File: src/rtl/i2s_pkg.sv
// rtl/i2s_pkg.sv - shared types and constants for the I2S/TDM slot controller
package i2s_pkg;

  localparam int MAX_SLOTS = 8;
  localparam int SLOT_W    = $clog2(MAX_SLOTS);

  typedef enum logic [1:0] {
    ST_IDLE,
    ST_SYNC,
    ST_ACTIVE
  } state_t;

  // Right-justify mask for a word of (num_bits + 1) bits
  function automatic logic [31:0] width_mask(input logic [4:0] num_bits);
    return 32'hFFFF_FFFF >> (5'd31 - num_bits);
  endfunction

endpackage

File: src/rtl/i2s_tdm_out_reg.sv
// rtl/i2s_tdm_out_reg.sv - one-deep valid/ready output register with sticky overrun
module i2s_tdm_out_reg
  import i2s_pkg::*;
(
  input  logic              sck,
  input  logic              rstn,
  input  logic              flush,
  input  logic              clr,
  input  logic              load,
  input  logic [31:0]       load_data,
  input  logic [SLOT_W-1:0] load_slot,
  input  logic              ready,
  output logic [31:0]       data,
  output logic [SLOT_W-1:0] slot,
  output logic              valid,
  output logic              overrun
);

  logic stalled;

  // Register is blocked only when holding a word the consumer is not taking this edge
  assign stalled = valid && !ready;

  // Output holding register; a load on a handshake edge replaces the departing word
  always_ff @(posedge sck or negedge rstn) begin
    if (!rstn) begin
      data    <= '0;
      slot    <= '0;
      valid   <= 1'b0;
      overrun <= 1'b0;
    end else begin
      if (flush) begin
        valid <= 1'b0;
      end else if (load && !stalled) begin
        data  <= load_data;
        slot  <= load_slot;
        valid <= 1'b1;
      end else if (valid && ready) begin
        valid <= 1'b0;
      end

      if (load && stalled && !flush) begin
        overrun <= 1'b1;
      end else if (clr) begin
        overrun <= 1'b0;
      end
    end
  end

endmodule

File: src/rtl/i2s_tdm_slot_ctrl.sv
// rtl/i2s_tdm_slot_ctrl.sv - DSP-mode TDM slot deserialiser; I2S_TDM_SYNC_CHECK_EN enables mid-frame ws checking
module i2s_tdm_slot_ctrl
  import i2s_pkg::*;
#(
  parameter int MAX_SLOTS = 8
) (
  input  logic                 sck_i,
  input  logic                 rstn_i,
  input  logic                 cfg_en_i,
  input  logic [4:0]           cfg_num_bits_i,
  input  logic [2:0]           cfg_num_words_i,
  input  logic [MAX_SLOTS-1:0] cfg_slot_mask_i,
  input  logic                 clr_i,
  input  logic                 ws_i,
  input  logic                 sd_i,
  output logic [31:0]          data_o,
  output logic [SLOT_W-1:0]    slot_o,
  output logic                 valid_o,
  input  logic                 ready_i,
  output logic                 overrun_o,
  output logic                 sync_err_o
);

  state_t            state, state_nxt;
  logic [4:0]        bit_cnt, bit_cnt_nxt;
  logic [SLOT_W-1:0] slot_cnt, slot_cnt_nxt;
  logic [31:0]       shift, shift_nxt, shifted;
  logic              last_bit, last_slot;
  logic              cap_nxt, cap_valid;
  logic [31:0]       cap_word;
  logic [SLOT_W-1:0] cap_slot;
`ifdef I2S_TDM_SYNC_CHECK_EN
  logic              sync_evt;
`endif

  assign shifted   = {shift[30:0], sd_i};
  assign last_bit  = (bit_cnt == cfg_num_bits_i);
  assign last_slot = (slot_cnt == cfg_num_words_i);

  // Frame tracking: next state, counters, shifter and capture decision
  always_comb begin
    state_nxt    = state;
    bit_cnt_nxt  = bit_cnt;
    slot_cnt_nxt = slot_cnt;
    shift_nxt    = shift;
    cap_nxt      = 1'b0;
`ifdef I2S_TDM_SYNC_CHECK_EN
    sync_evt     = 1'b0;
`endif
    case (state)
      ST_IDLE: begin
        state_nxt = ST_SYNC;
      end
      ST_SYNC: begin
        if (ws_i) begin
          state_nxt    = ST_ACTIVE;
          bit_cnt_nxt  = '0;
          slot_cnt_nxt = '0;
          shift_nxt    = '0;
        end
      end
      ST_ACTIVE: begin
        shift_nxt = shifted;
        if (last_bit) begin
          bit_cnt_nxt = '0;
          cap_nxt     = cfg_slot_mask_i[slot_cnt];
          if (last_slot) begin
            slot_cnt_nxt = '0;
            if (!ws_i) state_nxt = ST_SYNC;
          end else begin
            slot_cnt_nxt = slot_cnt + 1'b1;
          end
        end else begin
          bit_cnt_nxt = bit_cnt + 5'd1;
        end
`ifdef I2S_TDM_SYNC_CHECK_EN
        // A frame sync anywhere but the frame boundary realigns to slot 0
        if (ws_i && !(last_bit && last_slot)) begin
          sync_evt     = 1'b1;
          cap_nxt      = 1'b0;
          bit_cnt_nxt  = '0;
          slot_cnt_nxt = '0;
          shift_nxt    = '0;
        end
`endif
      end
      default: begin
        state_nxt = ST_IDLE;
      end
    endcase
    // Disable overrides everything and clears the datapath
    if (!cfg_en_i) begin
      state_nxt    = ST_IDLE;
      bit_cnt_nxt  = '0;
      slot_cnt_nxt = '0;
      shift_nxt    = '0;
      cap_nxt      = 1'b0;
    end
  end

  // State, counters and one-stage capture pipe (gives the one-sck output latency)
  always_ff @(posedge sck_i or negedge rstn_i) begin
    if (!rstn_i) begin
      state     <= ST_IDLE;
      bit_cnt   <= '0;
      slot_cnt  <= '0;
      shift     <= '0;
      cap_valid <= 1'b0;
      cap_word  <= '0;
      cap_slot  <= '0;
    end else begin
      state     <= state_nxt;
      bit_cnt   <= bit_cnt_nxt;
      slot_cnt  <= slot_cnt_nxt;
      shift     <= shift_nxt;
      cap_valid <= cap_nxt;
      if (cap_nxt) begin
        cap_word <= shifted & width_mask(cfg_num_bits_i);
        cap_slot <= slot_cnt;
      end
    end
  end

`ifdef I2S_TDM_SYNC_CHECK_EN
  // Sticky sync error; a new error on a clear edge keeps the flag set
  always_ff @(posedge sck_i or negedge rstn_i) begin
    if (!rstn_i) begin
      sync_err_o <= 1'b0;
    end else if (sync_evt) begin
      sync_err_o <= 1'b1;
    end else if (clr_i) begin
      sync_err_o <= 1'b0;
    end
  end
`else
  assign sync_err_o = 1'b0;
`endif

  i2s_tdm_out_reg u_out_reg (
    .sck       (sck_i),
    .rstn      (rstn_i),
    .flush     (!cfg_en_i),
    .clr       (clr_i),
    .load      (cap_valid),
    .load_data (cap_word),
    .load_slot (cap_slot),
    .ready     (ready_i),
    .data      (data_o),
    .slot      (slot_o),
    .valid     (valid_o),
    .overrun   (overrun_o)
  );

endmodule
File: config.mk
export PLATFORM = sky130hd
export DESIGN_NAME = i2s_tdm_slot_ctrl
export DESIGN_NICKNAME = d
export VERILOG_FILES = /design/src/rtl/i2s_pkg.sv /design/src/rtl/i2s_tdm_out_reg.sv /design/src/rtl/i2s_tdm_slot_ctrl.sv
export SDC_FILE = /design/constraint.sdc
export NUM_CORES = 1
export LEC_CHECK = 0
export BUFFER_PORTS_ARGS = -buffer_cell sky130_fd_sc_hd__buf_2
export CORE_MARGIN = 5
export CORE_UTILIZATION = 25
export DETAILED_ROUTE_END_ITERATION = 16
export HOLD_SLACK_MARGIN = 0.15
export PLACE_DENSITY = 0.5
export RECOVER_POWER = 50
export SYNTH_ARGS = -nofsm -noshare
export SYNTH_HDL_FRONTEND = slang
export SYNTH_HIERARCHICAL = 1
export SYNTH_SLANG_ARGS = --single-unit
export TNS_END_PERCENT = 30
File: constraint.sdc
create_clock -name sck_i -period 2.51 [get_ports sck_i]
set_input_delay 0 -clock sck_i [delete_from_list [all_inputs] [get_ports sck_i]]
set_output_delay 0 -clock sck_i [all_outputs]
set_load 0.005 [all_outputs]
Yosys cells after proc, flatten, opt, wreduce, memory -nomap -nowiden --
Index checks and enable logic that the tools add are counted.
Operators by class: bitwise gates (word level) 1, add/subtract/negate cells 3, $lt $le $gt $ge 1, reductions and logical operators 13, equal/unequal tests 10, muxes and demuxes 28, $mul 0, shift-type cells 1, div/mod/pow operators 0
Operators by type and width (count):
- $mux W31 | 2
- $pmux W31 S2 | 1
- $and A32 B32 Y32 | 1
- $shr A32 B5 Y32 const A | 1
- $mux W5 | 3
- $mux W3 | 4
- $ne A3 B3 Y1 const B | 4
- $mux W2 | 5
- $pmux W5 S2 | 1
- $mux W1 | 9
- $ne A3 B1 Y1 const B | 2
- $pmux W2 S3 | 1
- $pmux W3 S2 | 1
- $add A5 B1 Y5 const B | 1
- $eq A5 B5 Y1 | 1
- $logic_and A1 B1 Y1 | 5
- $sub A5 B5 Y5 const A | 1
- $lt A3 B4 Y1 const B | 1
- $reduce_and A2 Y1 | 2
- $reduce_and A4 Y1 | 1
- $add A3 B1 Y3 const B | 1
- $bmux W1 S3 | 1
- $eq A3 B3 Y1 | 1
- $reduce_and A3 Y1 | 1
- 5 further kinds | 6
Word-level totals: bits in read-only memories 0, bits in writable memories 0, memories 0, word-level logic and storage cells 68, latch bits 0, register bits after elaboration 114

Longest topological paths before layout --
word-level depth 6, mapped depth 7, mapped depth without buffers 5

By module --
Netlist, hierarchy kept.
Modules (own cells, without submodules):
- i2s_tdm_slot_ctrl | cells an instance 312, times used 1, area an instance 3658.5 µm²
- i2s_tdm_out_reg | cells an instance 83, times used 1, area an instance 1564.0 µm²

Least setup slack after synthesis --
OpenSTA, ideal clock, no wires.
path type register to register, start register slot_cnt[1], end register cap_slot[0], slack 0.491 ns, arrival 1.894 ns, setup time 0.125 ns, period minus slack after synthesis 2.019 ns, data required time 2.385 ns, stages on the path, launching flop included 8, cells stage by stage dfrtp_1 buf_6 mux4_2 or2_1 and4b_1 buf_6 buf_12 mux2_4
Between the ends: word-level cells in the longest chain between the ends 5
RTL lines:
- from (decl) | RTL line i2s_tdm_slot_ctrl.sv:26 | logic [SLOT_W-1:0] slot_cnt, slot_cnt_nxt;
- from (signal assigned) | RTL line i2s_tdm_slot_ctrl.sv:114 | slot_cnt <= slot_cnt_nxt;
- $bmux W1 S3 | RTL line i2s_tdm_slot_ctrl.sv:66 | cap_nxt = cfg_slot_mask_i[slot_cnt];
- $mux W1 (implied by the code) | RTL line i2s_tdm_slot_ctrl.sv:66
- $mux W1 | RTL line i2s_tdm_slot_ctrl.sv:64 | if (last_bit) begin
- $mux W1 | RTL line i2s_tdm_slot_ctrl.sv:50 | case (state)
- $mux W1 | RTL line i2s_tdm_slot_ctrl.sv:92 | if (!cfg_en_i) begin
- to (signal assigned) | RTL line i2s_tdm_slot_ctrl.sv:119 | cap_slot <= slot_cnt;
- to (decl) | RTL line i2s_tdm_slot_ctrl.sv:31 | logic [SLOT_W-1:0] cap_slot;
No other way between the ends. The select of a mux whose other input is x is not followed. A chain may end at the register's enable or synchronous reset.

Worst setup path after layout --
start register slot_cnt[1], end register cap_word[20]
Between the ends: word-level cells in the longest chain between the ends 5
RTL lines:
- $bmux W1 S3 | RTL line i2s_tdm_slot_ctrl.sv:66
- $mux W1 (implied by the code) | RTL line i2s_tdm_slot_ctrl.sv:66
- $mux W1 | RTL line i2s_tdm_slot_ctrl.sv:64
- $mux W1 | RTL line i2s_tdm_slot_ctrl.sv:50
- $mux W1 | RTL line i2s_tdm_slot_ctrl.sv:92
- to (signal assigned) | RTL line i2s_tdm_slot_ctrl.sv:118 | cap_word <= shifted & width_mask(cfg_num_bits_i);
- to (decl) | RTL line i2s_tdm_slot_ctrl.sv:30 | logic [31:0] cap_word;
No other way between the ends. The select of a mux whose other input is x is not followed.

==> reports/metrics.csv <==
metric,value,unit
synth_edf_count,0,
critPathMaxFanout,11,
ant_nets,0,
synth_top_cell_area_share,54.6,%
place_hpwl,7780,µm
period_share,94.0,%
setup_tns,0,ns
dr.pass1.iters,5,
viasPerCell,4.48,
vias,3368,
rsz0062_at_grt,false,
synth_area_leaders,"dfrtp_1, mux2_4, a22o_1, mux2i_1, mux2_2",
floorplan.initialDensity,25.6,%
cts_tree,yes,
grt_pass1_wl,19500,µm
tightest_slew,1.57,ns
fp.dieW,155,µm
rows,52,
crit_type,flip-flop to flip-flop,
synth_cell_types,53,
vdd_drop_max,0.000459,V
setup_ws,0.151,ns
numPortBuffers,59,
finalHoldViolCount,0,
synth_nets,420,
syn_area,5220,µm²
ys_warn_count,6,
setup-violations-final,0,
grt_usage,10.2,%
syn_to_final_growth,23.4,%
place_area,5750,µm²
num-nets-final,494,
grt_max_degree,66,
wl_per_cell,15.5,µm
syn_inst,395,
cts_root_buffer,clkbuf_16,
fmax,424,MHz
gr-total-overflow,0,
clk_path_buf_depth,2,
ios,61,
slew_headroom,-4.61,%
instances_no_fill,752,
slew_viol_final,66,
p_leak,2.95,nW
place_worst_setup_slack,0.281,ns
crit_required,2.80,ns
drive_gt1_share,28.2,%
clkLatencyLatePin,0.41,ns
skew,0.00996,ns
synth_commonest_cells,"dfrtp_1, mux2_4, a22o_1, inv_1",
outcome,"complete, but fails checks",
finalCriticalPeriod,2.36,ns
num_antenna_cells,0,
cap_violations,1,
yosysSeqAreaShare,54.6,%
yosysTopAreaCell,dfrtp_1,
violations,"max-capacitance violations, max-slew violations",
fillers,2096,
antenna_found_initial,0,
ys_ff_latch,114,
p_per_area,767,nW/µm²
place_inst,705,
critPathLaunchType,flip-flop,
cp.arrival,2.65,ns
fin_area,6440,µm²
hold_class,input pin to flip-flop,
core,20400,µm²
async_reset_ff_share,100,%
gp_congestion,0.736,
htree_num_levels,4,
dieArea,23900,µm²
crit_path_end_kind,flip-flop,
synth_ff_type,dfrtp_1,
cts_buffers,17,
drc,0,
clk_pin_slew,0.06,ns
die_h,155,µm
syn_avg_cell_area,13.2,µm²
grt_pass1_vias,3685,
clock_sinks,114,
yosysMostFrequentCell,dfrtp_1,
wl,11600,µm
first_iter_violations,164,
## through the flow
step,hold WS [ns],utilization (%),power [mW]
after detailed placement,0.161,28.2,2.53
final,0.160,31.5,4.94
after global routing,0.190,31.5,5.15
after global placement,0.142,28.2,2.51
after CTS,0.151,31.8,5.00
after floorplan,-0.296,-,2.33
## area by class of cell
cell class | count | area (µm²) | area share [%]
sequential | 114 | 2850 | 44.3
multi-input combinational | 231 | 2080 | 32.2
tap | 270 | 338 | 5.24
clock inverter | 11 | 129 | 2.00
timing repair buffer | 84 | 497 | 7.71
clock buffer | 21 | 470 | 7.30
inverter | 21 | 78.8 | 1.22
## power by group
group	internal, mW	total (mW)	switching (mW)
Clock	1.54	2.44	0.890
Combinational	0.199	0.486	0.287
Sequential	1.94	2.02	0.0847
## routing by layer
layer / wire length, µm / GRT usage (%) / up-vias / share of wire (%)
li1: - / - / 1555 / -
met1: 5500 / 13.2 / 1737 / 47
met2: 5430 / 16.0 / 60 / 47
met3: 535 / 3.38 / 16 / 4.6
met4: 155 / 3.45 / 0 / 1.3
met5: 0 / 0 / - / 0
## cell usage in the layout, fill, tap and decap left out, types with 3 or more instances in the layout
master / instances
mux2_2: 10
nor2_1: 8
clkbuf_8: 3
a21oi_1: 7
nand3b_1: 3
inv_1: 21
dfrtp_1: 113
clkbuf_1: 30
mux2i_1: 16
o21ai_0: 14
and3_1: 5
mux2_4: 47
and2_1: 3
o211ai_1: 4
dlygate4sd3_1: 15
clkbuf_16: 17
buf_2: 29
buf_4: 8
a22o_1: 31
nor2b_1: 11
xor2_1: 3
nand2_1: 20
clkinv_4: 4
xnor2_1: 8
nand3_1: 7
## timing repair
item	4_1_cts	5_1_grt
endpoints found under the hold margin	77	0
resized for setup	0	1
setup endpoints to repair	0	6
hold buffers	15	0
setup buffers	0	0
## cells by family after synthesis
group | Yosys count | synth area share [%]
flops | 114 | 54.6
mux | 74 | 19.2
compound gates | 73 | 10.4
simple gates | 70 | 7.79
buf+inv | 50 | 5.58
xor+xnor | 11 | 1.84
fa+ha+maj | 2 | 0.479
other cells | 1 | 0.0718
## flip-flops by register name, indices dropped and copies added (netlist names), 2 cells and up
signal and cells:
u_out_reg/data 32, bit_cnt 5, shift 31, slot_cnt 3, u_out_reg/slot 3, cap_slot 3, cap_word 32, state 2
## final timing paths
| path | from | to | slack [ns] | cells past startpoint |
|---|---|---|---|---|
| setup / recovery | slot_cnt[1]$_DFFE_PN0P_ | cap_word[20]$_DFFE_PN0P_ | 0.15 | 6 |
| hold / removal | cfg_num_words_i[2] | slot_cnt[2]$_DFFE_PN0P_ | 0.16 | 5 |
| setup reg to reg | slot_cnt[1]$_DFFE_PN0P_ | cap_word[20]$_DFFE_PN0P_ | 0.15 | 6 |
| hold reg to reg | shift[30]$_DFFE_PN0P_ | shift[30]$_DFFE_PN0P_ | 0.50 | 1 |
| max in group asynchronous | rstn_i | cap_valid$_DFF_PN0_ | 0.57 | 3 |
| min in group asynchronous | rstn_i | u_out_reg/data[3]$_DFFE_PN0P_ | 0.52 | 2 |
## worst max-delay path, stage by stage (launching register included)
cell and delay [ns]:
dfrtp_2 0.47, mux2i_1 0.14, dlygate4sd3_1 0.56, nand3_1 0.09
and4b_2 0.35, buf_4 0.27, mux2_2 0.36
Note: power is estimated with default switching activity, not from simulation.
